$ cat src/rtl/bram_regfile_pkg.sv
// Shared offsets, version constant and channel-address decode for the bram_regfile_mc bank.
package bram_regfile_pkg;

  localparam logic [31:0] OFF_ID       = 32'h00;
  localparam logic [31:0] OFF_PARAM    = 32'h04;
  localparam logic [31:0] OFF_IRQ_PEND = 32'h08;
  localparam logic [31:0] OFF_IRQ_MASK = 32'h0C;
  localparam logic [31:0] CH_BASE      = 32'h10;
  localparam logic [31:0] CH_STRIDE    = 32'h10;

  localparam logic [3:0] SUB_CONTROL = 4'h0;
  localparam logic [3:0] SUB_SELECT  = 4'h4;
  localparam logic [3:0] SUB_STATUS  = 4'h8;
  localparam logic [3:0] SUB_STICKY  = 4'hC;

  localparam logic [7:0] VERSION = 8'h02;

  typedef struct packed {
    logic       hit;
    logic [3:0] ch;
    logic [3:0] sub;
  } ch_dec_t;

  // hit is only set for offsets inside the channel window and below n_ch
  function automatic ch_dec_t ch_decode(input logic [31:0] off, input int unsigned n_ch);
    logic [31:0] rel;
    logic [31:0] idx;
    ch_dec_t     d;
    rel   = off - CH_BASE;
    idx   = rel / CH_STRIDE;
    d.hit = (off >= CH_BASE) && (idx < n_ch);
    d.ch  = idx[3:0];
    d.sub = 4'(rel % CH_STRIDE);
    return d;
  endfunction

endpackage

$ cat src/rtl/bram_regfile_ch.sv
// One channel register set: CONTROL, SELECT, registered STATUS, W1C STICKY and the CONTROL write strobe.
// STICKY exists only when BRAM_REGFILE_STICKY_EN is defined; otherwise it reads as 0.
module bram_regfile_ch (
  input  logic        clk,
  input  logic        reset,
  input  logic        wr_ctrl,
  input  logic        wr_sel,
  input  logic [31:0] wdata,
  input  logic [31:0] clr_mask,
  input  logic [31:0] status_in,
  output logic [31:0] control,
  output logic [31:0] select,
  output logic [31:0] status,
  output logic [31:0] sticky,
  output logic        ctrl_wr_stb
);
  import bram_regfile_pkg::*;

  logic [31:0] control_reg;
  logic [31:0] select_reg;
  logic [31:0] status_reg;
  logic        stb_reg;

  always_ff @(posedge clk) begin
    if (reset) begin
      control_reg <= '0;
      select_reg  <= '0;
      status_reg  <= '0;
      stb_reg     <= 1'b0;
    end else begin
      if (wr_ctrl) control_reg <= wdata;
      if (wr_sel)  select_reg  <= wdata;
      status_reg <= status_in;
      stb_reg    <= wr_ctrl;
    end
  end

`ifdef BRAM_REGFILE_STICKY_EN
  logic [31:0] sticky_reg;

  // OR-ing STATUS after the clear makes a simultaneous set win
  always_ff @(posedge clk) begin
    if (reset) sticky_reg <= '0;
    else       sticky_reg <= (sticky_reg & ~clr_mask) | status_reg;
  end

  assign sticky = sticky_reg;
`else
  logic unused_clr;
  assign unused_clr = ^clr_mask;
  assign sticky     = '0;
`endif

  assign control     = control_reg;
  assign select      = select_reg;
  assign status      = status_reg;
  assign ctrl_wr_stb = stb_reg;

endmodule

$ cat src/rtl/bram_regfile_mc.sv
// Multi-channel register bank: address decode, global registers, registered read path and irq.
// Optional feature macro: BRAM_REGFILE_STICKY_EN (STICKY / IRQ_PEND / IRQ_MASK / irq).
module bram_regfile_mc #(
  parameter int          BASE_ADDR  = 0,
  parameter int          ADDR_WIDTH = 12,
  parameter int          N_CH       = 4,
  parameter logic [31:0] ID_VALUE   = 32'hABCD2000
) (
  input  logic                  clk,
  input  logic                  reset,
  input  logic                  wr_en,
  input  logic                  rd_en,
  input  logic [ADDR_WIDTH-1:0] reg_addr,
  input  logic [31:0]           wdata,
  output logic [31:0]           rdata,
  output logic                  rd_valid,
  input  logic [32*N_CH-1:0]    status_in,
  output logic [32*N_CH-1:0]    control_o,
  output logic [32*N_CH-1:0]    select_o,
  output logic [N_CH-1:0]       ctrl_wr_stb,
  output logic                  irq
);
  import bram_regfile_pkg::*;

  logic [ADDR_WIDTH-1:0] off_a;
  logic [31:0]           off;
  logic                  unused_addr;
  ch_dec_t               dec;
  logic                  glob_hit;

  assign off_a       = reg_addr - ADDR_WIDTH'(BASE_ADDR);
  assign off         = 32'({off_a[ADDR_WIDTH-1:2], 2'b00});
  assign unused_addr = ^off_a[1:0];
  assign dec         = ch_decode(off, N_CH);
  assign glob_hit    = off < CH_BASE;

  logic [31:0]     control_a [N_CH];
  logic [31:0]     select_a  [N_CH];
  logic [31:0]     status_a  [N_CH];
  logic [31:0]     sticky_a  [N_CH];
  logic [N_CH-1:0] wr_ctrl;
  logic [N_CH-1:0] wr_sel;
  logic [N_CH-1:0] wr_stky;
  logic [N_CH-1:0] irq_pend;

  generate
    for (genvar gi = 0; gi < N_CH; gi++) begin : g_ch
      logic ch_wr;
      assign ch_wr        = wr_en && dec.hit && (dec.ch == 4'(gi));
      assign wr_ctrl[gi]  = ch_wr && (dec.sub == SUB_CONTROL);
      assign wr_sel[gi]   = ch_wr && (dec.sub == SUB_SELECT);
      assign wr_stky[gi]  = ch_wr && (dec.sub == SUB_STICKY);
      assign irq_pend[gi] = |sticky_a[gi];

      bram_regfile_ch u_ch (
        .clk         (clk),
        .reset       (reset),
        .wr_ctrl     (wr_ctrl[gi]),
        .wr_sel      (wr_sel[gi]),
        .wdata       (wdata),
        .clr_mask    (wr_stky[gi] ? wdata : 32'h0),
        .status_in   (status_in[32*gi +: 32]),
        .control     (control_a[gi]),
        .select      (select_a[gi]),
        .status      (status_a[gi]),
        .sticky      (sticky_a[gi]),
        .ctrl_wr_stb (ctrl_wr_stb[gi])
      );

      assign control_o[32*gi +: 32] = control_a[gi];
      assign select_o[32*gi +: 32]  = select_a[gi];
    end
  endgenerate

  logic [N_CH-1:0] mask_reg;
  logic            irq_reg;

`ifdef BRAM_REGFILE_STICKY_EN
  always_ff @(posedge clk) begin
    if (reset) begin
      mask_reg <= '0;
      irq_reg  <= 1'b0;
    end else begin
      if (wr_en && glob_hit && (off[3:0] == OFF_IRQ_MASK[3:0]))
        mask_reg <= wdata[N_CH-1:0];
      irq_reg <= |(irq_pend & mask_reg);
    end
  end
`else
  assign mask_reg = '0;
  assign irq_reg  = 1'b0;
`endif

  logic [31:0] rd_mux;

  always_comb begin
    rd_mux = '0;
    if (glob_hit) begin
      case (off[3:0])
        OFF_ID[3:0]:       rd_mux = ID_VALUE;
        OFF_PARAM[3:0]:    rd_mux = {VERSION, 8'(N_CH), 16'h0};
        OFF_IRQ_PEND[3:0]: rd_mux = 32'(irq_pend);
        OFF_IRQ_MASK[3:0]: rd_mux = 32'(mask_reg);
        default:           rd_mux = '0;
      endcase
    end else if (dec.hit) begin
      for (int c = 0; c < N_CH; c++) begin
        if (dec.ch == 4'(c)) begin
          case (dec.sub)
            SUB_CONTROL: rd_mux = control_a[c];
            SUB_SELECT:  rd_mux = select_a[c];
            SUB_STATUS:  rd_mux = status_a[c];
            SUB_STICKY:  rd_mux = sticky_a[c];
            default:     rd_mux = '0;
          endcase
        end
      end
    end
  end

  logic [31:0] rdata_reg;
  logic        rd_valid_reg;

  // the mux sees pre-edge register values, so a same-cycle write is not visible to the read
  always_ff @(posedge clk) begin
    if (reset) begin
      rdata_reg    <= '0;
      rd_valid_reg <= 1'b0;
    end else begin
      rd_valid_reg <= rd_en;
      if (rd_en) rdata_reg <= rd_mux;
    end
  end

  assign rdata    = rdata_reg;
  assign rd_valid = rd_valid_reg;
  assign irq      = irq_reg;

endmodule

$ cat config.mk
export PLATFORM = sky130hd
export DESIGN_NAME = bram_regfile_mc
export DESIGN_NICKNAME = d
export VERILOG_FILES = /design/src/rtl/bram_regfile_pkg.sv /design/src/rtl/bram_regfile_ch.sv /design/src/rtl/bram_regfile_mc.sv
export SDC_FILE = /design/constraint.sdc
export NUM_CORES = 1
export LEC_CHECK = 0
export CORE_AREA = 2 2 212 214
export DETAILED_ROUTE_END_ITERATION = 10
export DIE_AREA = 0 0 214 216
export PLACE_DENSITY = 0.8
export SKIP_LAST_GASP = 1
export SYNTH_ARGS = -nofsm -noshare
export SYNTH_HDL_FRONTEND = slang
export SYNTH_SLANG_ARGS = --single-unit
$ cat constraint.sdc
create_clock -name clk -period 3.15 [get_ports clk]
set_clock_uncertainty 0.2 [all_clocks]
set_input_delay 0.63 -clock clk [delete_from_list [all_inputs] [get_ports clk]]
set_output_delay 0.63 -clock clk [all_outputs]
set_load 0.1 [all_outputs]
==> summary.txt <==
status: complete, no violations
leak pwr: 9.326 nW
final core utilization: 0.5433
Post-CTS Hold Buffers: 0
Worst R2R Path Depth: 5
GRT overflow: 0
Clock Pin Slew Worst Setup and Hold Paths: 0.06 ns
synthesized cell area: 0.01742 mm²
first-pass GRT wire length: 107000 µm
pin count of the biggest net entering global routing: 201
GPL Wtd Cong: 0.9483
RR Startpoint: g_ch[2].u_ch.select[23]
Yosys top cell area share: 0.4838
Clock Tree Root: clkbuf_16
mean number of vias per cell: 5.581
dpl cell area: 0.02230 mm²
WP data required: 3.43 ns
post-synth cell types: 57
Crit. Startpoint: reg_addr[7]
final hold slack: 0.06904 ns
clk sink count: 421
number of max-cap violations: 0
Mapped Nets: 2276
flop-to-flop setup slack: 1.32 ns
final worst-path cycle share: 0.9795
initial antenna violation count: 3
Design Power: 11.94 mW
Worst Path Arrival: 3.37 ns
pwr dens: 501.3 mW/mm²
Iter 0 DRT Violations: 1845
Starting Density: 0.3974
Slew Viols, Final: 0
worst relative slew slack: 0.2685
share of cells above drive strength 1: 0.2196
min Tclk post-route: 3.085 ns
Slew @ Worst Pin: 1.097 ns
Clk Latency, worst-skew pair: 0.58 ns
final setup violation count: 0
Buffers on Ports: 466
CP Capture Point: g_ch[2].u_ch.control[30]
Post-CTS Setup Bufs: 0
TritonCTS clock tree: yes
Largest stage delay, worst path: 0.61 ns
CP cell instances: clkdlybuf4s50_1 -> or4_4 -> or4_4 -> buf_4 -> nor3_4 -> buf_4 -> nand2_1 -> a21oi_1
fmax: 324.1 MHz
commonest non-fill, non-tap cell in the layout: nand2_1
Die Ht: 216 µm
Post-DP HPWL: 51490 µm
most frequently used flop master after synthesis: dfxtp_1
EDFF count, synth: 0
TritonCTS Buffers: 45
top cells by area, synth: dfxtp_1 (48%), nand2_1 (12%), a21oi_1 (8.7%)
Crit Path Class: in -> reg
final wirelength: 73470 µm
Rows: 77
critical path peak fanout: 10
Total GRT Usage: 0.3064
core area: 0.04384 mm²
I/O Pins: 470
Max IR drop VDD: 0.0003264 V
H-tree levels: 2
post-route insts no fill: 3135
slowest CP cell: or4_4
post-synthesis async set-or-reset flop share: 0
Synth Instances: 2100
DRC violations left: 0
crit start category: input pin
most frequent cells in the layout: nand2_1 (543), dfxtp_1 (421), buf_4 (376)
clk buf depth: 3
die width: 214 µm
total vias in the final route: 17500
nets@finish: 2683
Seq cells post-synth: 421
HP Class: in -> reg
Area growth, synth to finish: 36.73%
synth warn: 0
DIE AREA: 0.04622 mm²
final hold viol count: 0
CP Capture Type: flop
Avg Synthesized Cell Area: 8.295 µm²
most area-hungry cell type in the Yosys netlist: dfxtp_1
First-pass DRT Iterations: 6
cts repair resizes: 0
Crit Reg-Reg Endpoint: rdata[23]
RSZ-0062 raised after global routing: no
sequential area share after synthesis: 0.4838
Finished Cell Area: 0.02382 mm²
DR WL/cell: 23.44 µm
vias in the first global route: 16940
Post-DRT Antenna Nets: 0
placed insts: 3052
routing by layer:
metal | track usage | up-vias | share of wire
li1 | - | 7919 | -
met1 | 0.3845 | 8217 | 0.39
met2 | 0.4926 | 1153 | 0.45
met3 | 0.07343 | 207 | 0.11
met4 | 0.1529 | 2 | 0.049
met5 | 0 | - | 0.00011
cells in the mapped netlist (3+ instances only):
library cell	number
nor4_1	6
and3_1	3
a21oi_1	303
o2111ai_1	4
clkbuf_1	122
a21boi_0	3
buf_6	10
o2bb2ai_1	7
nand2_1	543
mux2_2	53
o21ai_0	60
and2_1	3
dfxtp_1	421
o22ai_1	10
a221oi_1	36
nand2b_1	7
or3_1	7
a21o_1	3
nor3b_1	5
a221o_1	10
nor3_1	36
nand4_1	8
a32oi_1	3
o221ai_1	15
inv_1	25
buf_1	14
buf_2	61
a22o_1	13
nor3_2	6
o31ai_1	3
buf_4	5
nor2b_1	142
nor2_1	40
mux2i_1	59
o21a_1	6
a211oi_1	14
a22oi_1	3
where the power goes:
part / switching [mW] / internal (mW)
Clock: 2.23 / 3.21
Sequential: 0.0290 / 5.42
Combinational: 0.619 / 0.439
critical path: cells and delay by family:
family / cells / cell delay (ns)
AOI/OAI and AO/OA: 1 / 0.18
buffers and inverters: 3 / 0.92
and+or+nand+nor: 4 / 1.64
worst min-delay path by stage:
| stage | start | endpoint | slack (ns) | depth (start not counted) |
|---|---|---|---|---|
| 3_5_place_dp | rdata[6] | rdata[6] | 0.25 | 2 |
| 3_3_place_gp | rdata[6] | rdata[6] | 0.24 | 2 |
| 4_1_cts | reset | g_ch[0].u_ch.select[24] | 0.04 | 2 |
| 6_report | reset | g_ch[3].u_ch.select[24] | 0.07 | 2 |
| 5_1_grt | reset | g_ch[3].u_ch.select[24] | 0.06 | 2 |
| 2_1_floorplan | g_ch[3].u_ch.status[10] | rdata[10] | 0.43 | 4 |
metrics by stage:
step | TNS, ns | setup WS, ns
2_1_floorplan | 0 | 0.2148
3_3_place_gp | -68.84 | -0.4016
3_5_place_dp | -77.13 | -0.4650
4_1_cts | 0 | 0.1017
5_1_grt | 0 | 0.02604
6_report | 0 | 0.06471
final cells by class:
class                      count  area [µm²]
fill                        3850       20020
sequential                   421        8428
timing repair buffer         572        5039
antenna                        2       5.005
clock inverter                15       160.2
clock buffer                  66        1348
multi-input combinational   1442        8003
inverter                      25       93.84
tap                          592       740.7
kinds of logic after synthesis:
logic type             Yosys count  synth area share
muxes                          113           0.06946
other                            1         0.0002153
and+or+nand+nor                816            0.2093
DFF                            421            0.4838
buffers and inverters          237           0.06084
AOI/OAI and AO/OA              512            0.1763
Power figures use the tool's default switching activity.
